==> config.mk <==
export PLATFORM = sky130hd
export DESIGN_NAME = ram_access_arbiter_flat
export DESIGN_NICKNAME = d
export VERILOG_FILES = /design/src/rtl/ram_access_arbiter_if.sv /design/src/rtl/ram_access_arbiter.sv /design/src/flat_wrapper.sv
export SDC_FILE = /design/constraint.sdc
export NUM_CORES = 1
export LEC_CHECK = 0
export ABC_AREA = 1
export ABC_CLOCK_PERIOD_IN_PS = 1600
export BUFFER_PORTS_ARGS = -buffer_cell sky130_fd_sc_hd__clkbuf_2
export CAP_MARGIN = 10
export CORE_AREA = 2 2 225 227
export CTS_CLUSTER_DIAMETER = 150
export DETAILED_ROUTE_END_ITERATION = 8
export DIE_AREA = 0 0 227 229
export GPL_TIMING_DRIVEN = 0
export PLACE_DENSITY = 0.39
export SYNTH_ARGS = -nofsm -noshare
export SYNTH_HDL_FRONTEND = slang
export SYNTH_SLANG_ARGS = --single-unit
==> constraint.sdc <==
create_clock -name CLK -period 1.6 [get_ports CLK]
set_input_delay 0.24 -clock CLK [delete_from_list [all_inputs] [get_ports CLK]]
set_output_delay 0.24 -clock CLK [all_outputs]
set_load 0.03 [all_outputs]
==> src/rtl/ram_access_arbiter_if.sv <==
// Bus bundle for ram_access_arbiter: both requester ports plus the RAM port.
// Modports: slave = arbiter side, master = requesters/RAM environment side.
interface ram_access_arbiter_if #(
    parameter int RAM_ADDRESS_WIDTH = 13,
    parameter int DATA_WIDTH        = 64
);
    // IO requester
    logic                         IO_Req;
    logic                         IO_Gnt;
    logic                         IO_WR_Enable;
    logic [RAM_ADDRESS_WIDTH-1:0] IO_WR_Address;
    logic [DATA_WIDTH-1:0]        IO_WR_Data;
    logic                         IO_RD_Enable;
    logic [RAM_ADDRESS_WIDTH-1:0] IO_RD1_Address;
    logic [RAM_ADDRESS_WIDTH-1:0] IO_RD2_Address;
    logic                         IO_RD_Valid;

    // Solver core requester
    logic                         Core_Req;
    logic                         Core_Gnt;
    logic                         Core_WR_Enable;
    logic [RAM_ADDRESS_WIDTH-1:0] Core_WR_Address;
    logic [DATA_WIDTH-1:0]        Core_WR_Data;
    logic                         Core_RD_Enable;
    logic [RAM_ADDRESS_WIDTH-1:0] Core_RD1_Address;
    logic [RAM_ADDRESS_WIDTH-1:0] Core_RD2_Address;
    logic                         Core_RD_Valid;

    // Read data broadcast to both requesters
    logic [DATA_WIDTH-1:0]        RD1_Data;
    logic [DATA_WIDTH-1:0]        RD2_Data;

    // RAM side
    logic                         RAM_WR_Enable;
    logic [RAM_ADDRESS_WIDTH-1:0] RAM_WR_Address;
    logic [DATA_WIDTH-1:0]        RAM_WR_Data;
    logic [RAM_ADDRESS_WIDTH-1:0] RAM_RD1_Address;
    logic [RAM_ADDRESS_WIDTH-1:0] RAM_RD2_Address;
    logic [DATA_WIDTH-1:0]        RAM_RD1_Data;
    logic [DATA_WIDTH-1:0]        RAM_RD2_Data;

    modport slave (
        input  IO_Req, IO_WR_Enable, IO_WR_Address, IO_WR_Data,
        input  IO_RD_Enable, IO_RD1_Address, IO_RD2_Address,
        output IO_Gnt, IO_RD_Valid,
        input  Core_Req, Core_WR_Enable, Core_WR_Address, Core_WR_Data,
        input  Core_RD_Enable, Core_RD1_Address, Core_RD2_Address,
        output Core_Gnt, Core_RD_Valid,
        output RD1_Data, RD2_Data,
        output RAM_WR_Enable, RAM_WR_Address, RAM_WR_Data,
        output RAM_RD1_Address, RAM_RD2_Address,
        input  RAM_RD1_Data, RAM_RD2_Data
    );

    modport master (
        output IO_Req, IO_WR_Enable, IO_WR_Address, IO_WR_Data,
        output IO_RD_Enable, IO_RD1_Address, IO_RD2_Address,
        input  IO_Gnt, IO_RD_Valid,
        output Core_Req, Core_WR_Enable, Core_WR_Address, Core_WR_Data,
        output Core_RD_Enable, Core_RD1_Address, Core_RD2_Address,
        input  Core_Gnt, Core_RD_Valid,
        input  RD1_Data, RD2_Data,
        input  RAM_WR_Enable, RAM_WR_Address, RAM_WR_Data,
        input  RAM_RD1_Address, RAM_RD2_Address,
        output RAM_RD1_Data, RAM_RD2_Data
    );
endinterface

==> src/rtl/ram_access_arbiter.sv <==
// Time-multiplexes the shared solver RAM between the IO module and the core
// using a registered request/grant handshake with round-robin tie-break.
// Ports: CLK, RST (sync, active-low), bus (ram_access_arbiter_if.slave).
// Optional macro ARB_BURST_LIMIT_EN: owner is preempted after MAX_BURST
// granted cycles when the other requester is waiting.
module ram_access_arbiter #(
    parameter int MAX_BURST = 64
) (
    input  logic                 CLK,
    input  logic                 RST,
    ram_access_arbiter_if.slave  bus
);

    if (MAX_BURST < 2) begin : g_max_burst_chk
        $error("MAX_BURST must be >= 2");
    end

    typedef enum logic [1:0] {
        IDLE     = 2'd0,
        IO_OWN   = 2'd1,
        CORE_OWN = 2'd2
    } state_e;

    state_e state_q, state_d;
    // 1 = core was the last owner, so IO wins the next tie
    logic   last_core_q, last_core_d;
    logic   io_rd_valid_q, io_rd_valid_d;
    logic   core_rd_valid_q, core_rd_valid_d;
    logic   io_gnt, core_gnt;
    logic   burst_done;

`ifdef ARB_BURST_LIMIT_EN
    localparam int CNT_W = $clog2(MAX_BURST);
    localparam logic [CNT_W-1:0] CNT_LAST = CNT_W'(MAX_BURST - 1);

    logic [CNT_W-1:0] cnt_q, cnt_d;

    // Counts owned cycles; saturates so an uncontested owner keeps the RAM.
    always_comb begin
        cnt_d = cnt_q;
        if (state_q == IDLE) begin
            cnt_d = '0;
        end else if (cnt_q != CNT_LAST) begin
            cnt_d = cnt_q + 1'b1;
        end
    end

    always_ff @(posedge CLK) begin
        if (!RST) begin
            cnt_q <= '0;
        end else begin
            cnt_q <= cnt_d;
        end
    end

    assign burst_done = (cnt_q == CNT_LAST);
`else
    assign burst_done = 1'b0;
`endif

    assign io_gnt   = (state_q == IO_OWN);
    assign core_gnt = (state_q == CORE_OWN);

    always_comb begin
        state_d     = state_q;
        last_core_d = last_core_q;
        unique case (state_q)
            IDLE: begin
                if (bus.IO_Req && (!bus.Core_Req || last_core_q)) begin
                    state_d = IO_OWN;
                end else if (bus.Core_Req) begin
                    state_d = CORE_OWN;
                end
            end
            IO_OWN: begin
                if (!bus.IO_Req || (burst_done && bus.Core_Req)) begin
                    state_d     = IDLE;
                    last_core_d = 1'b0;
                end
            end
            CORE_OWN: begin
                if (!bus.Core_Req || (burst_done && bus.IO_Req)) begin
                    state_d     = IDLE;
                    last_core_d = 1'b1;
                end
            end
            default: begin
                state_d = IDLE;
            end
        endcase
    end

    always_comb begin
        io_rd_valid_d   = bus.IO_RD_Enable & io_gnt;
        core_rd_valid_d = bus.Core_RD_Enable & core_gnt;
    end

    always_ff @(posedge CLK) begin
        if (!RST) begin
            state_q         <= IDLE;
            last_core_q     <= 1'b1;
            io_rd_valid_q   <= 1'b0;
            core_rd_valid_q <= 1'b0;
        end else begin
            state_q         <= state_d;
            last_core_q     <= last_core_d;
            io_rd_valid_q   <= io_rd_valid_d;
            core_rd_valid_q <= core_rd_valid_d;
        end
    end

    // RAM muxes default to the IO inputs whenever the core is not the owner.
    always_comb begin
        bus.IO_Gnt        = io_gnt;
        bus.Core_Gnt      = core_gnt;
        bus.IO_RD_Valid   = io_rd_valid_q;
        bus.Core_RD_Valid = core_rd_valid_q;
        bus.RD1_Data      = bus.RAM_RD1_Data;
        bus.RD2_Data      = bus.RAM_RD2_Data;
        if (core_gnt) begin
            bus.RAM_WR_Address  = bus.Core_WR_Address;
            bus.RAM_WR_Data     = bus.Core_WR_Data;
            bus.RAM_RD1_Address = bus.Core_RD1_Address;
            bus.RAM_RD2_Address = bus.Core_RD2_Address;
        end else begin
            bus.RAM_WR_Address  = bus.IO_WR_Address;
            bus.RAM_WR_Data     = bus.IO_WR_Data;
            bus.RAM_RD1_Address = bus.IO_RD1_Address;
            bus.RAM_RD2_Address = bus.IO_RD2_Address;
        end
        // Gated by RST so a reset edge mid-burst never commits a write.
        bus.RAM_WR_Enable = RST &
            ((io_gnt & bus.IO_WR_Enable) | (core_gnt & bus.Core_WR_Enable));
    end

endmodule

==> src/flat_wrapper.sv <==
// flat-port wrapper written by rule: the top's interface ports become plain ports
module ram_access_arbiter_flat 
#(
    parameter int MAX_BURST = 64
)
  (CLK, RST, bus_IO_Req, bus_IO_WR_Enable, bus_IO_WR_Address, bus_IO_WR_Data, bus_IO_RD_Enable, bus_IO_RD1_Address, bus_IO_RD2_Address, bus_IO_Gnt, bus_IO_RD_Valid, bus_Core_Req, bus_Core_WR_Enable, bus_Core_WR_Address, bus_Core_WR_Data, bus_Core_RD_Enable, bus_Core_RD1_Address, bus_Core_RD2_Address, bus_Core_Gnt, bus_Core_RD_Valid, bus_RD1_Data, bus_RD2_Data, bus_RAM_WR_Enable, bus_RAM_WR_Address, bus_RAM_WR_Data, bus_RAM_RD1_Address, bus_RAM_RD2_Address, bus_RAM_RD1_Data, bus_RAM_RD2_Data);
  ram_access_arbiter_if #(.RAM_ADDRESS_WIDTH((13)), .DATA_WIDTH((64))) bus_i ();
  input  logic CLK;
  input  logic RST;
  input wire logic [$bits(bus_i.IO_Req)-1:0] bus_IO_Req;
  input wire logic [$bits(bus_i.IO_WR_Enable)-1:0] bus_IO_WR_Enable;
  input wire logic [$bits(bus_i.IO_WR_Address)-1:0] bus_IO_WR_Address;
  input wire logic [$bits(bus_i.IO_WR_Data)-1:0] bus_IO_WR_Data;
  input wire logic [$bits(bus_i.IO_RD_Enable)-1:0] bus_IO_RD_Enable;
  input wire logic [$bits(bus_i.IO_RD1_Address)-1:0] bus_IO_RD1_Address;
  input wire logic [$bits(bus_i.IO_RD2_Address)-1:0] bus_IO_RD2_Address;
  output wire logic [$bits(bus_i.IO_Gnt)-1:0] bus_IO_Gnt;
  output wire logic [$bits(bus_i.IO_RD_Valid)-1:0] bus_IO_RD_Valid;
  input wire logic [$bits(bus_i.Core_Req)-1:0] bus_Core_Req;
  input wire logic [$bits(bus_i.Core_WR_Enable)-1:0] bus_Core_WR_Enable;
  input wire logic [$bits(bus_i.Core_WR_Address)-1:0] bus_Core_WR_Address;
  input wire logic [$bits(bus_i.Core_WR_Data)-1:0] bus_Core_WR_Data;
  input wire logic [$bits(bus_i.Core_RD_Enable)-1:0] bus_Core_RD_Enable;
  input wire logic [$bits(bus_i.Core_RD1_Address)-1:0] bus_Core_RD1_Address;
  input wire logic [$bits(bus_i.Core_RD2_Address)-1:0] bus_Core_RD2_Address;
  output wire logic [$bits(bus_i.Core_Gnt)-1:0] bus_Core_Gnt;
  output wire logic [$bits(bus_i.Core_RD_Valid)-1:0] bus_Core_RD_Valid;
  output wire logic [$bits(bus_i.RD1_Data)-1:0] bus_RD1_Data;
  output wire logic [$bits(bus_i.RD2_Data)-1:0] bus_RD2_Data;
  output wire logic [$bits(bus_i.RAM_WR_Enable)-1:0] bus_RAM_WR_Enable;
  output wire logic [$bits(bus_i.RAM_WR_Address)-1:0] bus_RAM_WR_Address;
  output wire logic [$bits(bus_i.RAM_WR_Data)-1:0] bus_RAM_WR_Data;
  output wire logic [$bits(bus_i.RAM_RD1_Address)-1:0] bus_RAM_RD1_Address;
  output wire logic [$bits(bus_i.RAM_RD2_Address)-1:0] bus_RAM_RD2_Address;
  input wire logic [$bits(bus_i.RAM_RD1_Data)-1:0] bus_RAM_RD1_Data;
  input wire logic [$bits(bus_i.RAM_RD2_Data)-1:0] bus_RAM_RD2_Data;
  assign bus_i.IO_Req = bus_IO_Req;
  assign bus_i.IO_WR_Enable = bus_IO_WR_Enable;
  assign bus_i.IO_WR_Address = bus_IO_WR_Address;
  assign bus_i.IO_WR_Data = bus_IO_WR_Data;
  assign bus_i.IO_RD_Enable = bus_IO_RD_Enable;
  assign bus_i.IO_RD1_Address = bus_IO_RD1_Address;
  assign bus_i.IO_RD2_Address = bus_IO_RD2_Address;
  assign bus_IO_Gnt = bus_i.IO_Gnt;
  assign bus_IO_RD_Valid = bus_i.IO_RD_Valid;
  assign bus_i.Core_Req = bus_Core_Req;
  assign bus_i.Core_WR_Enable = bus_Core_WR_Enable;
  assign bus_i.Core_WR_Address = bus_Core_WR_Address;
  assign bus_i.Core_WR_Data = bus_Core_WR_Data;
  assign bus_i.Core_RD_Enable = bus_Core_RD_Enable;
  assign bus_i.Core_RD1_Address = bus_Core_RD1_Address;
  assign bus_i.Core_RD2_Address = bus_Core_RD2_Address;
  assign bus_Core_Gnt = bus_i.Core_Gnt;
  assign bus_Core_RD_Valid = bus_i.Core_RD_Valid;
  assign bus_RD1_Data = bus_i.RD1_Data;
  assign bus_RD2_Data = bus_i.RD2_Data;
  assign bus_RAM_WR_Enable = bus_i.RAM_WR_Enable;
  assign bus_RAM_WR_Address = bus_i.RAM_WR_Address;
  assign bus_RAM_WR_Data = bus_i.RAM_WR_Data;
  assign bus_RAM_RD1_Address = bus_i.RAM_RD1_Address;
  assign bus_RAM_RD2_Address = bus_i.RAM_RD2_Address;
  assign bus_i.RAM_RD1_Data = bus_RAM_RD1_Data;
  assign bus_i.RAM_RD2_Data = bus_RAM_RD2_Data;
  ram_access_arbiter #(.MAX_BURST(MAX_BURST)) u_core (.CLK(CLK), .RST(RST), .bus(bus_i));
endmodule
==> impl_results.md <==
- Worst hold path class: in2reg
- Post-DP HPWL: 15910 microns
- Outcome: finished, violations left
- Gr usage total: 0.06278
- Final min period: roughly 1800 ps
- Max Cap Viol: 0
- Seq pwr share: 0.038
- Clock buffer depth: 2
- GRT overflow: 0
- Antenna violations before repair: 4
- Pre-CTS setup slack: -871.1 ps
- Final WS setup: -207.7 ps
- Failing checks: setup timing
- Final std cells w/o fill: 1642
- Clock edge transition at the registers on the reported setup and hold paths: about 30 ps
- Worst Skew: about 3.4 ps
- Max_slew headroom: 0.8534
- Die Span Y: between 200 and 250 microns
- Post-Syn Area: 2432 sq um
- Fill cell count: around 5.7k
- DRC viols: 0
- Clock Power Share: 0.113
- Hold_ws: 235.6 ps
- Peak VDD IR: around 0.00032 V
- Hold Fails Final Rpt: 0
- Routed vias/inst: about 2.9
- Share of cells above drive strength 1: 0.7880
- Tcrit/Tclk final: 1.130
- Vias in the first global route: approximately 4.5k
- H-Tree Depth: 1
- Yosys cell types: 14
- Avg WL per Cell: between 10 and 15 microns
- Initial core utilization: 0.04898
- Port Buffers: roughly 450
- Routed Antenna Nets: 0
- Critical path fanouts, max: 8
- Row Count: between 80 and 90
- Net Count, Synth: approximately 830
- Worst skew pair latency: roughly 230 ps
- P_sw: roughly 1800 uW
- Power Dens Cells: roughly 470 nW/um^2
- Fmax achieved: 0.5532 GHz
- Io pins: between 500 and 600
- Total number of vias: between 4k and 5k
- Layout Utilization: 0.1550
- Type of the worst setup path: reg2out
- First-pass GRT wire length: about 24000 microns
- Leak pwr: 0.004314 uW
- Sw frac: 0.4858
- Area grow syn2layout: 216.4%
- Chip width: 227 microns
- Commonest non-fill, non-tap cell in the layout: clkbuf_2
- Die footprint: just over 50000 sq um
- Final setup fails: 102
- Combinational power share: 0.849
- Root Buffer: clkbuf_16
- CP arrival: around 1600 ps
- Pin count of the biggest net entering global routing: 11
- RSZ-0062 raised after global routing: true
- Syn_area_per_cell: just under 5 sq um
- Register area share after synthesis: 0.04115
- Routability congestion estimate from global placement: between 0.7 and 0.8
- Slew Viols, Final: 0
- Initial DRC count: 87
- Clk sinks: 5
- Routed wire length: 19970 microns
- Internal power: between 1500 and 2000 uW
- Synth Warn #: 0
- Measured slew at the worst slew-check pin: about 220 ps
- TritonCTS Buffers: 3
- Critical path endpoint category: primary output
- Placeable Area: 49660 sq um
- Commonest non-fill, non-tap cells in the layout: 351 x clkbuf_2, 188 x nand2_1, 139 x buf_4, 98 x nand2_2, 75 x buf_8
- Nets: around 1.3k
- Required time worst endpoint: between 1000 and 1500 ps
- TritonCTS clock tree: yes
- Syn Inst Count: approximately 500
- Setup crit start kind: flop
- Yosys reg bits: 5
- First drt pass iteration count: 4
- Cells after DPL: 1610
path summary, 6_finish.rpt:
path,startpoint,endpoint,slack (ps),depth (start not counted)
worst max-delay path,u_core.state_q[1],bus_RAM_WR_Data[48],-210,9
worst min-delay path,bus_IO_RD_Enable,u_core.bus.IO_RD_Valid,240,3
worst max register to register,u_core.state_q[1],u_core.last_core_q,340,7
worst min register to register,u_core.last_core_q,u_core.last_core_q,520,2
layer usage:
metal / share of wire / up-vias / global-route usage
met3: 0.086 / 22 / 0.01078
met4: 0.030 / 2 / 0.02390
met2: 0.53 / 345 / 0.1282
li1: - / 2287 / -
met5: 0.00045 / - / 0
met1: 0.35 / 2031 / 0.06097
power groups by stage:
stage / combinational [uW] / sequential (uW) / clock [uW]
2_1_floorplan: 1410 / 141 / 0
3_3_place_gp: 2220 / 139 / 0
3_5_place_dp: 2220 / 139 / 0
4_1_cts: 2780 / 138 / 418
5_1_grt: 3240 / 138 / 431
6_report: 3070 / 138 / 410
cell usage after synthesis, drive strengths merged:
cell type | n | area share
a21oi | 3 | 0.0062
buf | 141 | 0.42
clkbuf | 9 | 0.014
dfxtp | 5 | 0.041
inv | 6 | 0.0093
nand2 | 317 | 0.49
nand4 | 2 | 0.0051
nor2 | 4 | 0.0093
o211ai | 1 | 0.0031
o21ai | 1 | 0.0021
cell families after synthesis:
kind of cell	Yosys count	share of synthesized area
AOI/OAI and AO/OA	5	0.01131
and+or+nand+nor	323	0.5036
buffers and inverters	156	0.4439
DFF	5	0.04115
stage by stage:
stage                     instance area, sq um  setup TNS (ps)  total power [uW]
after global routing                      7696          -23470              3806
final                                     7696          -14440              3615
after detailed placement                  5523          -67960              2360
after CTS                                 7019          -19230              3337
after global placement                    5523          -66750              2363
after floorplan                           2435          -12.64              1548
final cells by class:
cell class	instances	area, sq um	area share
Tap cell	672	840.8	0.1093
Sequential cell	5	101.3	0.01317
Clock buffer	4	78.83	0.01024
Buffer	149	1272	0.1653
Inverter	6	38.79	0.005040
Antenna cell	3	7.507	0.0009755
Timing Repair Buffer	475	3597	0.4674
Multi-Input combinational cell	328	1759	0.2286
state kept, by name (all words and copies together), names as in the netlist:
signal and flops:
u_core.bus.IO_RD_Valid 1, u_core.last_core_q 1, u_core.state_q 2, u_core.bus.Core_RD_Valid 1
worst max-delay path, cell delays in order (launching register included):
cell       delay [ps]
dfxtp_2           320
inv_2              50
nor2_4            120
buf_12            150
inv_16             50
clkbuf_16         180
clkbuf_16         160
nand2_1            60
nand2_1            70
buf_8             140
timing repair:
action	in CTS	in global routing
gates cloned	4	6
resized for setup	314	211
setup buffers	12	5
endpoints found under the setup margin	108	105
pin swaps	15	19
hold buffers	0	0
No activity file was read; power rests on OpenSTA's default activity.
